`src/rtl/f8_accum_if.sv`:
```
// Operand/result handshake bundle for f8_accum.
// The master side feeds operands and consumes results; the slave side is the accumulator.
interface f8_accum_if #(
  parameter int WIDTH = 4
);
  logic             in_valid;
  logic             in_ready;
  logic [WIDTH-1:0] a;
  logic             c_in;
  logic             out_valid;
  logic             out_ready;
  logic [WIDTH-1:0] sum;
  logic             c_out;

  modport master (
    output in_valid, a, c_in, out_ready,
    input  in_ready, out_valid, sum, c_out
  );

  modport slave (
    input  in_valid, a, c_in, out_ready,
    output in_ready, out_valid, sum, c_out
  );
endinterface

```
`src/rtl/f8_accum.sv`:
```
// Frame accumulator: sums COUNT (a + c_in) beats into a WIDTH-bit result with a sticky carry flag.
// Define F8_ACCUM_SATURATE_EN to clamp the frame result to all-ones after the first carry-out.
module f8_accum #(
  parameter int WIDTH = 4,
  parameter int COUNT = 4
) (
  input  logic       clk,
  input  logic       reset,
  f8_accum_if.slave  bus
);

  // Counter holds beats taken while in ACC, so it only ever needs 0..COUNT-1.
  localparam int CW = (COUNT > 1) ? $clog2(COUNT) : 1;

  typedef enum logic [1:0] {
    S_IDLE = 2'd0,
    S_ACC  = 2'd1,
    S_HOLD = 2'd2
  } state_e;

  state_e           state_q;
  logic [CW-1:0]    cnt_q;
  logic [WIDTH-1:0] acc_q;
  logic             sticky_q;
  logic             out_valid_q;
  logic             in_ready_q;

  logic             beat_s;
  logic             first_s;
  logic             last_s;
  logic             carry_s;
  logic [WIDTH:0]   add_s;
  logic [WIDTH-1:0] acc_d;
  logic             sticky_d;

  // Next accumulator value and carry bookkeeping for a beat in the current state.
  always_comb begin
    beat_s   = bus.in_valid && in_ready_q;
    first_s  = (state_q == S_IDLE);
    add_s    = (first_s ? {(WIDTH+1){1'b0}} : {1'b0, acc_q})
             + {1'b0, bus.a}
             + {{WIDTH{1'b0}}, bus.c_in};
    carry_s  = add_s[WIDTH];
    sticky_d = carry_s || (!first_s && sticky_q);
`ifdef F8_ACCUM_SATURATE_EN
    if (sticky_d) begin
      acc_d = {WIDTH{1'b1}};
    end else begin
      acc_d = add_s[WIDTH-1:0];
    end
`else
    acc_d = add_s[WIDTH-1:0];
`endif
    if (COUNT == 1) begin
      last_s = 1'b1;
    end else begin
      last_s = !first_s && (cnt_q == CW'(COUNT - 1));
    end
  end

  // Frame FSM with registered handshake outputs; reset wins over any beat or handshake.
  always_ff @(posedge clk) begin
    if (reset) begin
      state_q     <= S_IDLE;
      cnt_q       <= {CW{1'b0}};
      acc_q       <= {WIDTH{1'b0}};
      sticky_q    <= 1'b0;
      out_valid_q <= 1'b0;
      in_ready_q  <= 1'b1;
    end else begin
      case (state_q)
        S_IDLE, S_ACC: begin
          if (beat_s) begin
            acc_q    <= acc_d;
            sticky_q <= sticky_d;
            if (last_s) begin
              state_q     <= S_HOLD;
              cnt_q       <= {CW{1'b0}};
              out_valid_q <= 1'b1;
              in_ready_q  <= 1'b0;
            end else begin
              state_q <= S_ACC;
              cnt_q   <= cnt_q + CW'(1);
            end
          end
        end
        S_HOLD: begin
          if (out_valid_q && bus.out_ready) begin
            state_q     <= S_IDLE;
            out_valid_q <= 1'b0;
            in_ready_q  <= 1'b1;
          end
        end
        default: begin
          state_q     <= S_IDLE;
          cnt_q       <= {CW{1'b0}};
          out_valid_q <= 1'b0;
          in_ready_q  <= 1'b1;
        end
      endcase
    end
  end

  // Result fields are masked to zero whenever no result is being presented.
  assign bus.in_ready  = in_ready_q;
  assign bus.out_valid = out_valid_q;
  assign bus.sum       = out_valid_q ? acc_q : {WIDTH{1'b0}};
  assign bus.c_out     = out_valid_q && sticky_q;

endmodule
```
`src/flat_wrapper.sv`:
```
// flat-port wrapper written by rule: the top's interface ports become plain ports
module f8_accum_flat 
#(
  parameter int WIDTH = 4,
  parameter int COUNT = 4
)
  (clk, reset, bus_in_valid, bus_a, bus_c_in, bus_out_ready, bus_in_ready, bus_out_valid, bus_sum, bus_c_out);
  f8_accum_if #(.WIDTH(WIDTH)) bus_i ();
  input  logic clk;
  input  logic reset;
  input wire logic [$bits(bus_i.in_valid)-1:0] bus_in_valid;
  input wire logic [$bits(bus_i.a)-1:0] bus_a;
  input wire logic [$bits(bus_i.c_in)-1:0] bus_c_in;
  input wire logic [$bits(bus_i.out_ready)-1:0] bus_out_ready;
  output wire logic [$bits(bus_i.in_ready)-1:0] bus_in_ready;
  output wire logic [$bits(bus_i.out_valid)-1:0] bus_out_valid;
  output wire logic [$bits(bus_i.sum)-1:0] bus_sum;
  output wire logic [$bits(bus_i.c_out)-1:0] bus_c_out;
  assign bus_i.in_valid = bus_in_valid;
  assign bus_i.a = bus_a;
  assign bus_i.c_in = bus_c_in;
  assign bus_i.out_ready = bus_out_ready;
  assign bus_in_ready = bus_i.in_ready;
  assign bus_out_valid = bus_i.out_valid;
  assign bus_sum = bus_i.sum;
  assign bus_c_out = bus_i.c_out;
  f8_accum #(.WIDTH(WIDTH), .COUNT(COUNT)) u_core (.clk(clk), .reset(reset), .bus(bus_i));
endmodule
```
`config.mk`:
```
export PLATFORM = sky130hd
export DESIGN_NAME = f8_accum_flat
export DESIGN_NICKNAME = d
export VERILOG_FILES = /design/src/rtl/f8_accum_if.sv /design/src/rtl/f8_accum.sv /design/src/flat_wrapper.sv
export SDC_FILE = /design/constraint.sdc
export NUM_CORES = 1
export LEC_CHECK = 0
export BUFFER_PORTS_ARGS = -buffer_cell sky130_fd_sc_hd__buf_2
export CORE_MARGIN = 4
export CORE_UTILIZATION = 42
export CTS_CLUSTER_SIZE = 10
export DETAILED_ROUTE_END_ITERATION = 16
export GPL_TIMING_DRIVEN = 0
export PLACE_DENSITY = 0.74
export SYNTH_ARGS = -nofsm -noshare
export SYNTH_HDL_FRONTEND = slang
export SYNTH_SLANG_ARGS = --single-unit
export TNS_END_PERCENT = 20
```
`constraint.sdc`:
```
create_clock -name clk -period 1.7 [get_ports clk]
set_input_delay 0.34 -clock clk [delete_from_list [all_inputs] [get_ports clk]]
set_output_delay 0.34 -clock clk [all_outputs]
set_load 0.02 [all_outputs]
```
==> results.py <==
metrics = {
    "final_layout": {
        "area_delta_synth_final_pct": 22.73,
        "nFillCells": 171,
        "stdcell_count": 130,
        "n_antenna_cell": 0,
        "design_area_um2": 945.9,
        "drive_gt1_share_pct": 39.05,
        "nNetsFinal": 121,
    },
    "place": {
        "dp_cells": 124,
        "hpwl_um": 1143,
        "io_buffers": 14,
        "place_area_um2": 880.8,
        "dpl_worst_slack_ns": -0.1104,
        "gp_congestion": 0.8120,
    },
    "status": {
        "status": "finished clean",
    },
    "logic_synthesis": {
        "postSynth.asyncResetShare_pct": 0,
        "synth.largest_area_cell": "dfxtp_1",
        "synth.cell_area_um2": 770.7,
        "syn_area_per_cell_um2": 9.068,
        "ys_ff_latch": 11,
        "syn_nets": 100,
        "synth_top_area_share_pct": 28.57,
        "seq_area_frac_synth_pct": 28.57,
        "synth_common_cells": "dfxtp_1, a21oi_1, nand2_1",
        "synth_flop_cell": "dfxtp_1",
        "synth_area_leaders": "dfxtp_1, ha_1, a21oi_1, fa_1, and2_1",
        "syn_inst": 85,
        "synth.most_common_cell": "dfxtp_1",
        "synth_edf_count": 0,
        "ys_types": 36,
        "yosys_warnings": 0,
    },
    "global_route": {
        "grt_pass1_vias": 626,
        "grt_util_all_layers_pct": 13.19,
        "grt_start_max_net_pins": 11,
        "overflow": 0,
        "antenna_found_initial": 0,
        "grt_pass1_wl_um": 2601,
    },
    "floorplanning": {
        "die_h_um": 50.84,
        "dieArea_um2": 2584,
        "fp.coreArea_um2": 1727,
        "dieWidth_um": 50.84,
        "row_count": 15,
        "io_pins": 16,
        "start_util_pct": 44.64,
    },
    "setup_path": {
        "path_common_cell": "fa_2",
        "cp_top_family": "adder cells",
        "end_kind": "register",
        "worstPathRequired_ns": 1.84,
        "path_class": "register to register",
        "cp.arrival_ns": 1.79,
        "cpPeakStageDelay_ns": 0.34,
        "cp_cell_sequence": "buf_6 > o21ai_4 > fa_2 > inv_2 > fa_2 > a21o_1 > a21oi_2 > o22ai_1",
        "cp_num_buf_inv": 2,
        "cp_slowest_cell": "fa_2",
        "cp-start-kind": "register",
        "critPathMaxFanout": 3,
    },
    "sta": {
        "min_period_ns": 1.647,
        "fmax_ghz": 0.6072,
        "finalHoldViolations": 0,
        "setup_viol": 0,
        "fin_skew_ns": 0.0004951,
        "finalMaxSlewViolations": 0,
        "slew_headroom_pct": 66.69,
        "rsz0062_at_grt": "true",
        "setup_slack_ns": 0.05310,
        "setup_tns_ns": 0,
        "fin_crit_sh_pct": 96.88,
        "tightest_slew_ns": 0.4997,
    },
    "detailed_routing": {
        "drcViolationCount": 0,
        "wirelength_um": 1529,
        "viasPerCell": 5.069,
        "ant_nets": 0,
        "first_iter_violations": 14,
        "first_pass_iters": 4,
        "vias": 659,
        "routedWlPerCell_um": 11.76,
    },
    "power": {
        "p_per_area_nw_per_um2": 629.4,
        "max-vdd-ir-drop_mv": 0.5092,
        "p_leak_nw": 0.4097,
        "power_w": 0.0005954,
    },
    "cts": {
        "cts_sinks": 11,
        "clk_latency_ns": 0.27,
        "htreeDepth": 1,
        "root_buffer": "clkbuf_4",
        "path_clk_slew_ns": 0.07,
        "ctsLongestPathBuffers": 2,
        "cts_tree": "done",
        "hold_buffers": 0,
        "numCtsBuffers": 3,
    },
    "worst_hold_path": {
        "hold_class": "input pin to register",
    },
    "job": {
        "cap_violations": 0,
    },
}
==> registers in the layout, indices dropped and copies added, names as in the netlist <==
register,count
u_core.state_q,2
u_core.acc_q,4
u_core.cnt_q,2
u_core.sticky_q,1
u_core.bus.out_valid,1
u_core.bus.in_ready,1
==> worst min-delay path: stages <==
cell and delay, ns:
buf_2 0.08, nand2_1 0.05, nand2_1 0.07, a21oi_2 0.04
==> cells by family (layout without fill, tap and decap cells) <==
family | count (synthesis) | after routing | synth area share [%]
AO/OA/AOI/OAI | 23 | 23 | 20.62
XOR/XNOR | 1 | 1 | 1.137
adder cells (fa/ha/maj) | 6 | 6 | 11.69
buffers and inverters | 9 | 29 | 7.141
flip-flops | 11 | 11 | 28.57
AND/OR/NAND/NOR | 35 | 35 | 30.85
==> cells in the final DEF, fill, tap and decap left out, types with 3 or more instances in the layout <==
master    netlist  layout
buf_6           2       3
nor2b_1         5       5
buf_2           1      14
nor2_2          2       3
o21bai_1        3       3
and2_1          5       5
ha_1            4       4
a21oi_1         8       7
buf_4           1       3
dfxtp_1        11      10
nand2_1         7       7
clkbuf_4        0       3
==> area by class of cell <==
type | instances | area (µm²) | area share, %
buffer | 5 | 42.54 | 4.497
clock buffer | 4 | 26.28 | 2.778
inverter | 3 | 11.26 | 1.190
multi-input combinational | 65 | 518.0 | 54.76
sequential | 11 | 224.0 | 23.68
tap | 25 | 31.28 | 3.307
timing repair buffer | 17 | 92.59 | 9.788
==> timing repair <==
| item | 4_1_cts | 5_1_grt |
|---|---|---|
| pin swaps | 6 | 2 |
| endpoints found under the setup margin | 3 | 3 |
| setup buffers | 3 | 0 |
| resized for setup | 6 | 1 |
==> routing by layer <==
layer | global-route usage, % | part of all wire [%] | vias to the layer above
met5 | 0 | 0 | -
met4 | 4.933 | 0.85 | 0
met3 | 4.373 | 7.5 | 5
met2 | 21.74 | 47 | 22
met1 | 15.86 | 44 | 290
li1 | - | - | 342
==> where the power goes <==
part / switching (W) / leakage (nW) / internal, W
clock: 0.0000857 / 0.0150 / 0.0000909
combinational: 0.0000639 / 0.304 / 0.0000680
sequential: 0.0000134 / 0.0912 / 0.000273
==> path summary, 6_finish.rpt <==
kind	from	to	slack [ns]	cells after the start
worst max-delay path	u_core.state_q[0]$_SDFFE_PP0P_	u_core.sticky_q$_SDFFE_PP0P_	0.05	8
worst min-delay path	bus_out_ready	u_core.state_q[1]$_SDFFE_PP0P_	0.36	4
worst max register to register	u_core.state_q[0]$_SDFFE_PP0P_	u_core.sticky_q$_SDFFE_PP0P_	0.05	8
worst min register to register	u_core.acc_q[1]$_SDFFE_PP0P_	u_core.acc_q[1]$_SDFFE_PP0P_	0.48	2
==> through the flow <==
stage	hold slack (ns)	utilization (%)
6_report	0.3607	54.78
4_1_cts	0.3538	54.64
3_5_place_dp	0.4633	51.01
5_1_grt	0.3780	54.78
3_3_place_gp	0.4584	51.01
2_1_floorplan	0.4402	-
(Power assumes the default switching activity.)
